[src/rtl/controle_equilibrio.sv]
// rtl/controle_equilibrio.sv - balance game controller: start/fall FSM, button and random drift steps, score
// A press or drift step moves the downstream counter; stepping past either end drops the game into CAIU.
module controle_equilibrio #(
    parameter int TICK_DIV    = 50000,
    parameter int SCORE_TICKS = 16,
    parameter int SCORE_N     = 8
) (
    input  logic               clock,
    input  logic               zera_n,
    input  logic               iniciar,
    input  logic               botao_esq,
    input  logic               botao_dir,
    input  logic               fim,
    input  logic               inicio,
    output logic               conta,
    output logic               count_up,
    output logic               zera_s,
    output logic [SCORE_N-1:0] score,
    output logic               jogando,
    output logic               caiu,
    output logic [1:0]         estado
);

    localparam int PW = $clog2(TICK_DIV);
    localparam int TW = $clog2(SCORE_TICKS + 1);
    localparam logic [PW-1:0] PRESC_LAST = PW'(TICK_DIV - 1);
    localparam logic [TW-1:0] TICKS_LAST = TW'(SCORE_TICKS - 1);

    typedef enum logic [1:0] {
        OCIOSO  = 2'b00,
        PREPARA = 2'b01,
        JOGANDO = 2'b10,
        CAIU    = 2'b11
    } estado_t;

    estado_t            state_q, state_d;
    logic               iniciar_prev_q, iniciar_prev_d;
    logic               esq_s1_q, esq_s1_d, esq_s2_q, esq_s2_d, esq_prev_q, esq_prev_d;
    logic               dir_s1_q, dir_s1_d, dir_s2_q, dir_s2_d, dir_prev_q, dir_prev_d;
    logic [PW-1:0]      prescaler_q, prescaler_d;
    logic [TW-1:0]      score_tick_q, score_tick_d;
    logic [7:0]         lfsr_q, lfsr_d;
    logic               pend_press_q, pend_press_d, press_dir_q, press_dir_d;
    logic               pend_drift_q, pend_drift_d, drift_dir_q, drift_dir_d;
    logic [SCORE_N-1:0] score_q, score_d;
    logic               conta_q, conta_d, count_up_q, count_up_d, zera_s_q, zera_s_d;

    logic       press_esq, press_dir, drift_tick, issue_dir;
    logic [7:0] lfsr_next;

    assign press_esq  = esq_s2_q & ~esq_prev_q;
    assign press_dir  = dir_s2_q & ~dir_prev_q;
    assign drift_tick = (state_q == JOGANDO) && (prescaler_q == PRESC_LAST);
    // Fibonacci form of x^8+x^6+x^5+x^4+1
    assign lfsr_next  = {lfsr_q[6:0], lfsr_q[7] ^ lfsr_q[5] ^ lfsr_q[4] ^ lfsr_q[3]};

    always_comb begin
        state_d        = state_q;
        iniciar_prev_d = iniciar;
        esq_s1_d       = botao_esq;
        esq_s2_d       = esq_s1_q;
        esq_prev_d     = esq_s2_q;
        dir_s1_d       = botao_dir;
        dir_s2_d       = dir_s1_q;
        dir_prev_d     = dir_s2_q;
        prescaler_d    = prescaler_q;
        score_tick_d   = score_tick_q;
        lfsr_d         = lfsr_q;
        pend_press_d   = pend_press_q;
        press_dir_d    = press_dir_q;
        pend_drift_d   = pend_drift_q;
        drift_dir_d    = drift_dir_q;
        score_d        = score_q;
        conta_d        = 1'b0;
        count_up_d     = 1'b0;
        issue_dir      = 1'b0;

        case (state_q)
            OCIOSO, CAIU: begin
                if (iniciar && !iniciar_prev_q) state_d = PREPARA;
            end
            PREPARA: state_d = JOGANDO;
            JOGANDO: begin
                prescaler_d = drift_tick ? '0 : prescaler_q + PW'(1);
                // a cycle with conta low must separate consecutive steps
                if (!conta_q && (pend_press_q || pend_drift_q)) begin
                    issue_dir = pend_press_q ? press_dir_q : drift_dir_q;
                    if (pend_press_q) pend_press_d = 1'b0;
                    else              pend_drift_d = 1'b0;
                    if ((issue_dir && fim) || (!issue_dir && inicio)) begin
                        state_d = CAIU;
                    end else begin
                        conta_d    = 1'b1;
                        count_up_d = issue_dir;
                    end
                end
                if (drift_tick) begin
                    lfsr_d       = lfsr_next;
                    pend_drift_d = 1'b1;
                    drift_dir_d  = lfsr_next[0];
                    if (score_tick_q == TICKS_LAST) begin
                        score_tick_d = '0;
                        if (score_q != '1) score_d = score_q + SCORE_N'(1);
                    end else begin
                        score_tick_d = score_tick_q + TW'(1);
                    end
                end
                if (press_esq ^ press_dir) begin
                    pend_press_d = 1'b1;
                    press_dir_d  = press_dir;
                end
                if (state_d == CAIU) begin
                    pend_press_d = 1'b0;
                    pend_drift_d = 1'b0;
                end
            end
        endcase

        if (state_d == PREPARA) begin
            score_d      = '0;
            prescaler_d  = '0;
            score_tick_d = '0;
            pend_press_d = 1'b0;
            pend_drift_d = 1'b0;
        end
        zera_s_d = (state_d == OCIOSO) || (state_d == PREPARA);
    end

    always_ff @(posedge clock) begin
        if (!zera_n) begin
            state_q        <= OCIOSO;
            iniciar_prev_q <= 1'b0;
            esq_s1_q       <= 1'b0;
            esq_s2_q       <= 1'b0;
            esq_prev_q     <= 1'b0;
            dir_s1_q       <= 1'b0;
            dir_s2_q       <= 1'b0;
            dir_prev_q     <= 1'b0;
            prescaler_q    <= '0;
            score_tick_q   <= '0;
            lfsr_q         <= 8'hA5;
            pend_press_q   <= 1'b0;
            press_dir_q    <= 1'b0;
            pend_drift_q   <= 1'b0;
            drift_dir_q    <= 1'b0;
            score_q        <= '0;
            conta_q        <= 1'b0;
            count_up_q     <= 1'b0;
            zera_s_q       <= 1'b1;
        end else begin
            state_q        <= state_d;
            iniciar_prev_q <= iniciar_prev_d;
            esq_s1_q       <= esq_s1_d;
            esq_s2_q       <= esq_s2_d;
            esq_prev_q     <= esq_prev_d;
            dir_s1_q       <= dir_s1_d;
            dir_s2_q       <= dir_s2_d;
            dir_prev_q     <= dir_prev_d;
            prescaler_q    <= prescaler_d;
            score_tick_q   <= score_tick_d;
            lfsr_q         <= lfsr_d;
            pend_press_q   <= pend_press_d;
            press_dir_q    <= press_dir_d;
            pend_drift_q   <= pend_drift_d;
            drift_dir_q    <= drift_dir_d;
            score_q        <= score_d;
            conta_q        <= conta_d;
            count_up_q     <= count_up_d;
            zera_s_q       <= zera_s_d;
        end
    end

    assign conta    = conta_q;
    assign count_up = count_up_q;
    assign zera_s   = zera_s_q;
    assign score    = score_q;
    assign estado   = state_q;
    assign jogando  = (state_q == JOGANDO);
    assign caiu     = (state_q == CAIU);

endmodule

[config.mk]
export PLATFORM = sky130hd
export DESIGN_NAME = controle_equilibrio
export DESIGN_NICKNAME = d
export VERILOG_FILES = /design/src/rtl/controle_equilibrio.sv
export SDC_FILE = /design/constraint.sdc
export NUM_CORES = 1
export LEC_CHECK = 0
export ABC_AREA = 0
export CAP_MARGIN = 25
export CORE_MARGIN = 1
export CORE_UTILIZATION = 35
export DETAILED_ROUTE_END_ITERATION = 7
export PLACE_DENSITY = 0.6
export RECOVER_POWER = 25
export SETUP_SLACK_MARGIN = 0.15
export SLEW_MARGIN = 30
export SYNTH_ARGS = -nofsm -noshare
export SYNTH_HDL_FRONTEND = slang
export SYNTH_SLANG_ARGS = --single-unit
[constraint.sdc]
create_clock -name clock -period 3.35 [get_ports clock]
set_input_delay 0.67 -clock clock [delete_from_list [all_inputs] [get_ports clock]]
set_output_delay 0.67 -clock clock [all_outputs]
set_load 0.1 [all_outputs]
# Word-level counts from Yosys, hierarchy flattened
# Index checks and enable logic that the tools add are counted.
# classes
eq_ne,9
reduce_logical,24
n_bitwise,11
addsub,3
mux,16
# ops
cell,count
$add A16 B1 Y16 const B,1
$eq A16 B16 Y1 const B,1
$mux W16,1
$mux W1,9
$add A8 B1 Y8 const B,1
$mux W2,4
$ne A8 B8 Y1 const B,1
$eq A2 B2 Y1 const B,3
$pmux W2 S3,1
$reduce_and A2 Y1,3
$reduce_and A3 Y1,2
$reduce_bool A3 Y1,2
$add A5 B1 Y5 const B,1
$eq A5 B4 Y1 const B,1
$logic_and A1 B1 Y1,5
$mux W5,1
$not A1 Y1,5
$eq A2 B1 Y1 const B,2
$logic_not A2 Y1,2
$reduce_and A4 Y1,1
$reduce_or A2 Y1,2
$reduce_or A4 Y1,1
$xor A1 B1 Y1,4
$logic_not A1 Y1,3
3 further kinds,6
# totals
regBits,53
out_inout_bits,15
in_bits,7

# Longest topological paths before layout
# Gate-level depths: netlist of run 1.
# depth
ltp_word,10
ltp_mapped,8

# Worst setup path after synthesis of run 1
# No wires, ideal clock.
# synth_path
kind,register to register
start,reg state_q[1] (netlist: estado[1])
end,reg score_q[3] (netlist: score[3])
setup_time_ps,128
arrival_ps,3595
required_time_ps,3222
setup_slack_ps,-373
stages_incl_launch_ff,8
n_path_buf,1
path_cell_list,dfxtp_1 -> ha_1 -> nand4_1 -> or4_4 -> buf_6 -> nor4_2 -> xnor2_1 -> nor2_1
# synth_rtl
item,line_no,rtl
start: declaration,36,"estado_t state_q, state_d;"
start signal: assignment,151,state_q <= state_d;
$eq A2 B2 Y1 *,--,
via jogando,19,"output logic jogando,"
$pmux W2 S3,78,case (state_q)
$eq A2 B1 Y1,119,if (state_d == PREPARA) begin
$reduce_or A2 Y1 (no line),--,
end signal: assignment,166,score_q <= score_d;
end: declaration,45,"logic [SCORE_N-1:0] score_q, score_d;"
# Mark *: on every way through the listed nets, which the timed path passes. The rest lies on a longest branch. The select of a mux whose other input is x is not followed.
# A chain may end at the register's enable or synchronous reset.

# Final worst setup path of run 1
# layout_path
start,reg state_q[0] (netlist: estado[0])
end,reg score_q[2] (netlist: score[2])
# layout_via
elab_chain_len,6
# layout_lines
item,line_no,rtl
$mux W2,90,if ((issue_dir && fim) || (!issue_dir && inicio)) begin
$mux W2,86,if (!conta_q && (pend_press_q || pend_drift_q)) begin
$mux W2,78,
$pmux W2 S3,78,
$eq A2 B1 Y1,119,
$reduce_or A2 Y1 (no line),--,
# Several ways; a longest one is shown, not always the timed one. The select of a mux whose other input is x is not followed.

==> flow_metrics.py, run 1 <==
metrics = {
    "die": {
        "dieArea_mm2": 0.00699,
        "core_area_mm2": 0.00639,
        "die_w_um": 83.6,
        "row_count": 29,
        "ios": 22,
        "start_util": 0.365,
        "fp.dieH_um": 83.6,
    },
    "worst_hold_path": {
        "hp-start": "esq_s1_q",
        "hold_class": "register to register",
        "hold_depth": 1,
        "min_to": "esq_prev_d",
    },
    "critical_path": {
        "ff2ff_path_depth": 7,
        "end_kind": "register",
        "r2r-end": "score[2]",
        "slowest_stage": "or4_4",
        "reg2reg_slack_ps": 790,
        "crit_required_ps": 3540,
        "cp.arrival_ps": 2750,
        "crit_fanout": 22,
        "max_stage_delay_ps": 760,
        "reg2reg_from": "estado[0]",
        "worstSetupStartpointType": "register",
        "worstSetupPathType": "register to register",
        "cp_cell_sequence": "inv_1, ha_2, nand4_1, or4_4, nor4b_1, xnor2_1, nor2_1",
    },
    "sta": {
        "setup_viol": 0,
        "max_freq_mhz": 391,
        "max_slew.worst_pin.slew_ps": 1160,
        "fin_hold_ws_ps": 447,
        "tns_ps": 0,
        "period_share": 0.764,
        "rsz0062_at_grt": "no",
        "slew_headroom": 0.228,
        "finClkSkew_ps": 11.8,
        "hold_viol": 0,
        "layout_setup_ws_ps": 790,
        "period_minus_slack_ps": 2560,
        "drv_slew": 0,
    },
    "routing": {
        "ant_nets": 0,
        "drc": 0,
        "wl_per_cell_um": 11.7,
        "routed_wl_mm": 4.18,
        "first_pass_iters": 4,
        "viasPerCell": 4.80,
        "drtIter0Drc": 34,
        "vias": 1720,
    },
    "global_routing": {
        "antenna_found_initial": 0,
        "grt-ovfl-total": 0,
        "grt_max_degree": 23,
        "grtUsageTotal": 0.132,
        "first_global_vias": 1701,
        "grt_pass1_wl_mm": 7.54,
    },
    "yosys": {
        "ys_seq_elements": 53,
        "yosysSeqAreaShare": 0.455,
        "synth_nets": 273,
        "netlist_instances": 261,
        "yosysWarnings": 0,
        "synth-async-reset-ratio": 0,
        "synth_enable_flop_cells": 0,
        "syn_avg_cell_area_um2": 8.94,
        "yosys_most_used_dff": "dfxtp_1",
        "syn_area_mm2": 0.00233,
        "ys_types": 44,
    },
    "clock_network": {
        "cts.sinks": 53,
        "post_cts_buffers": 0,
        "cts_hold_buf": 0,
        "clk_pin_slew_ps": 100,
        "cts_tree": "done",
        "numCtsBuffers": 5,
        "ctsHtreeMaxLevel": 2,
        "cts-root-to-sink-buffers": 2,
        "ctsRootBufferMaster": "clkbuf_8",
        "cts_resized": 0,
        "clk_latency_ps": 310,
    },
    "status": {
        "outcome": "completed",
    },
    "placement": {
        "gp_congestion": 0.713,
        "port_buffers": 21,
        "dp_hpwl_mm": 2.90,
        "dp_slack_ps": 804,
    },
    "final_layout": {
        "layout-drive-gt1-share": 0.0961,
        "diodes": 0,
        "fill_cells": 656,
        "final_nets": 292,
        "seqCellArea_mm2": 0.00106,
        "multi_input_area_mm2": 0.00121,
        "area_growth_syn_to_layout_pct": 14.6,
    },
    "power_and_ir_drop": {
        "leakage_nw": 0.959,
        "powerDensity_mw_per_mm2": 566,
        "vdd_drop_max_mv": 0.283,
    },
    "job": {
        "maxCapViolCount": 0,
    },
}
-- cell usage after synthesis (2+ instances only) --
master / number / area, µm²
xor2_1: 9 / 78.8
nand2b_1: 3 / 18.8
nor3b_1: 2 / 15.0
nand4_1: 7 / 43.8
clkbuf_1: 8 / 30.0
nor2_1: 40 / 150
o21ai_0: 6 / 30.0
o21a_1: 2 / 15.0
nor4b_1: 2 / 17.5
a21oi_1: 6 / 30.0
ha_1: 5 / 62.6
mux2i_1: 3 / 30.0
and4_1: 5 / 43.8
inv_1: 5 / 18.8
nor3_1: 6 / 30.0
and2_1: 7 / 43.8
nor2b_1: 4 / 25.0
nor4_4: 2 / 42.5
a21boi_1: 4 / 30.0
dfxtp_1: 53 / 1060
xnor2_1: 17 / 149
nand3_1: 12 / 60.1
nand2_1: 31 / 116
nand4bb_1: 2 / 22.5
-- layer usage --
metal | up-vias | wire length (µm) | global-route usage | part of all wire
met1 | 777 | 2230 | 0.175 | 0.53
met5 | - | 0 | 0 | 0
met4 | 0 | 74 | 0.0508 | 0.018
li1 | 924 | - | - | -
met3 | 6 | 98 | 0.0356 | 0.023
met2 | 13 | 1790 | 0.205 | 0.43
-- worst max-delay path, delay by kind of cell (launching register included) --
family,cells,cell delay (ps)
buffers and inverters,1,130
DFF,1,340
and+or+nand+nor,4,1440
adders and majority gates,1,350
xor gates and xnor gates,1,170
-- layout by cell type, fill, tap and decap left out, types with 5 or more instances in the layout --
| cell type | netlist | final |
|---|---|---|
| a21oi_1 | 6 | 6 |
| o21ai_0 | 6 | 6 |
| clkdlybuf4s50_1 | 0 | 7 |
| inv_1 | 5 | 5 |
| xnor2_1 | 17 | 17 |
| nand2_1 | 31 | 31 |
| and4_1 | 5 | 5 |
| nor3_1 | 6 | 6 |
| xor2_1 | 9 | 9 |
| clkbuf_1 | 8 | 5 |
| nand3_1 | 12 | 12 |
| nor2_1 | 40 | 40 |
| buf_4 | 1 | 10 |
| clkbuf_8 | 0 | 5 |
| dfxtp_1 | 53 | 52 |
| nand4_1 | 7 | 7 |
-- cells by family (layout without fill, tap and decap cells) --
group                    after synthesis  after routing  share of synthesized area
AO/OA/AOI/OAI                         25             25                     0.0692
XOR/XNOR                              26             26                     0.0976
adder cells (fa/ha/maj)                5              5                     0.0268
buffers and inverters                 16             36                     0.0311
flip-flops                            53             53                      0.455
multiplexers                           3              3                     0.0129
AND/OR/NAND/NOR                      133            133                      0.307
-- layout make-up --
class / instances / area share
clock buffers: 5 / 0.0257
clock inverters: 3 / 0.0173
inverters: 5 / 0.00702
multi-input cells: 192 / 0.452
flip-flops and latches: 53 / 0.397
well taps: 77 / 0.0360
repair buffers: 23 / 0.0650
-- how the worst max path moves through the flow --
stage                         start  endpoint  cells after the start
final                     estado[0]  score[2]                      7
after global placement    estado[0]  score[2]                      7
after floorplan           estado[0]  score[3]                      8
after global routing      estado[0]  score[2]                      7
after CTS                 estado[0]  score[2]                      7
after detailed placement  estado[0]  score[2]                      7
-- registers in the layout, summed over array words and instances (netlist names), 2 cells and up --
register and count:
lfsr_q 8, estado 2, prescaler_q 16, score_tick_q 5, score 8
-- power breakdown --
part | internal [W] | switching (W)
Clock | 0.000224 | 0.000211
Sequential | 0.000659 | 0.0000240
Combinational | 0.0000878 | 0.000308
Total | 0.000970 | 0.000543
-- metrics by stage --
step / cells / util / power, W / area (µm²)
after floorplan: 261 / - / 0.00102 / 2340
after global placement: 350 / 0.404 / 0.00110 / 2580
after detailed placement: 350 / 0.404 / 0.00111 / 2580
after CTS: 358 / 0.422 / 0.00155 / 2690
after global routing: 358 / 0.419 / 0.00158 / 2670
final: 358 / 0.419 / 0.00151 / 2670
No activity file was read; power rests on OpenSTA's default activity.
==> run 2: changes to the inputs <==
==> constraint.sdc (replaced) <==
create_clock -name clock -period 2.63 [get_ports clock]
set_input_delay 0.526 -clock clock [delete_from_list [all_inputs] [get_ports clock]]
set_output_delay 0.526 -clock clock [all_outputs]
set_load 0.1 [all_outputs]
==> run 2 against run 1 <==
  * Clock-buffer cell count is 1 higher
  * Critical path depth is 2 lower
  * Clock skew hardly changed
  * Critical endpoint is now score[1]
  * Critical path type unchanged
  * Largest power group unchanged
  * Non-clock buffer count is 2 higher
  * Setup slack worse by 480 ps
  * Final area is 0.80% higher
  * Maximum frequency is 10% higher
  * Utilization is 0.33 points higher
  * Combinational power is 31% higher
  * Die area stayed put
  * Routed wire length is 2.0% lower
  * Sequential power is 29% higher
==> flow_metrics.py, run 2 (same netlist as run 1, synthesis figures left out) <==
metrics = {
    "critical_path": {
        "end_kind": "register",
        "worstSetupPathType": "register to register",
        "crit_required_ps": 2800,
        "worstSetupStartpointType": "register",
        "max_stage_delay_ps": 680,
        "cp_cell_sequence": "or4b_1, or4_4, nor3_2, mux2i_1, nor2_1",
        "crit_fanout": 22,
        "cp.arrival_ps": 2490,
        "slowest_stage": "or4_4",
    },
    "final_layout": {
        "postLayoutCoreUtil": 0.422,
        "multi_input_area_mm2": 0.00122,
        "mostFrequentLayoutCells": "dfxtp_1 (51), nor2_1 (40), nand2_1 (31)",
        "diodes": 0,
        "final_cells": 360,
        "area_growth_syn_to_layout_pct": 15.6,
        "final_common_cell": "dfxtp_1",
        "seqCellArea_mm2": 0.00107,
        "layout-drive-gt1-share": 0.113,
        "fin_area_mm2": 0.00270,
        "regMostFlops": "prescaler_q",
        "final_nets": 294,
        "largest_reg_flops": 16,
        "fill_cells": 651,
    },
    "die": {
        "fp.dieH_um": 83.6,
        "core_area_mm2": 0.00639,
        "die_w_um": 83.6,
        "row_count": 29,
        "dieArea_mm2": 0.00699,
        "start_util": 0.365,
        "ios": 22,
    },
    "placement": {
        "place_area_mm2": 0.00260,
        "gp_congestion": 0.779,
        "port_buffers": 21,
        "dp.cells": 352,
        "dp_hpwl_mm": 2.86,
    },
    "clock_network": {
        "clk_latency_ps": 310,
        "numCtsBuffers": 5,
        "cts_tree": "done",
        "cts.sinks": 53,
        "ctsRootBufferMaster": "clkbuf_8",
        "clk_pin_slew_ps": 90,
        "ctsHtreeMaxLevel": 2,
        "post_cts_buffers": 0,
        "cts_hold_buf": 0,
        "cts-root-to-sink-buffers": 2,
    },
    "job": {
        "maxCapViolCount": 0,
    },
    "power_and_ir_drop": {
        "vdd_drop_max_mv": 0.347,
        "clkPwrFrac": 0.280,
        "switching_share": 0.354,
        "seq_power_share": 0.454,
        "powerDensity_mw_per_mm2": 720,
        "p_int_w": 0.00125,
        "leakage_nw": 0.969,
        "pwr-share-comb": 0.266,
        "power_switching_w": 0.000686,
    },
    "worst_hold_path": {
        "hold_class": "register to register",
    },
    "sta": {
        "max_slew.worst_pin.slew_ps": 1160,
        "setup_viol": 0,
        "finClkSkew_ps": 11.4,
        "drv_slew": 0,
        "period_minus_slack_ps": 2320,
        "period_share": 0.882,
        "rsz0062_at_grt": "no",
        "max_freq_mhz": 431,
        "tns_ps": 0,
        "fin_hold_ws_ps": 444,
        "slew_headroom": 0.229,
        "hold_viol": 0,
    },
    "routing": {
        "drc": 0,
        "first_pass_iters": 4,
        "viasPerCell": 4.89,
        "wl_per_cell_um": 11.4,
        "ant_nets": 0,
        "drtIter0Drc": 64,
        "vias": 1761,
        "routed_wl_mm": 4.10,
    },
    "global_routing": {
        "grt_max_degree": 23,
        "grt_pass1_wl_mm": 7.09,
        "first_global_vias": 1558,
        "grtUsageTotal": 0.125,
        "antenna_found_initial": 0,
        "grt-ovfl-total": 0,
    },
    "status": {
        "outcome": "completed",
    },
}
## run 2: timing repair
item,CTS,global route
gates resized for setup,0,1
endpoints found under the hold margin,0,0
setup endpoints to repair,0,2
## run 2: worst paths after layout
path	from	end	slack, ps	cells past startpoint
worst min register to register	esq_s1_q	esq_prev_d	440	1
worst min-delay path	esq_s1_q	esq_prev_d	440	1
worst max register to register	prescaler_q[7]	score[1]	310	5
worst max-delay path	prescaler_q[7]	score[1]	310	5
## run 2: metrics by stage
stage | setup WS [ps] | total power, W
after floorplan | 224 | 0.00133
after global placement | 252 | 0.00144
after detailed placement | 244 | 0.00144
after CTS | 214 | 0.00199
after global routing | 189 | 0.00204
final | 310 | 0.00194
## run 2: area by class of cell
cell class | instances | area share
Multi-Input combinational cell | 192 | 0.454
Clock buffer | 6 | 0.0269
Sequential cell | 53 | 0.396
Inverter | 5 | 0.00696
Tap cell | 77 | 0.0357
Timing Repair Buffer | 25 | 0.0669
Clock inverter | 2 | 0.0130
## run 2: worst max-delay path, delay by kind of cell (launching register included)
kind / cells / cell delay [ps]
flops: 1 / 370
simple gates: 4 / 1590
mux: 1 / 220
## run 2: power groups by stage
stage,combinational [W],clock (W),sequential (W)
2_1_floorplan,0.000282,0,0.00105
3_3_place_gp,0.000541,0,0.000899
3_5_place_dp,0.000542,0,0.000900
4_1_cts,0.000542,0.000565,0.000882
5_1_grt,0.000560,0.000592,0.000886
6_report,0.000517,0.000543,0.000880
## run 2: metal layers
layer | routed length (µm) | track usage | vias to the layer above | share of wire
li1 | - | - | 932 | -
met5 | 0 | 0 | - | 0
met3 | 97 | 0.0326 | 7 | 0.024
met2 | 1750 | 0.189 | 15 | 0.43
met4 | 71 | 0.0508 | 0 | 0.017
met1 | 2190 | 0.168 | 807 | 0.53
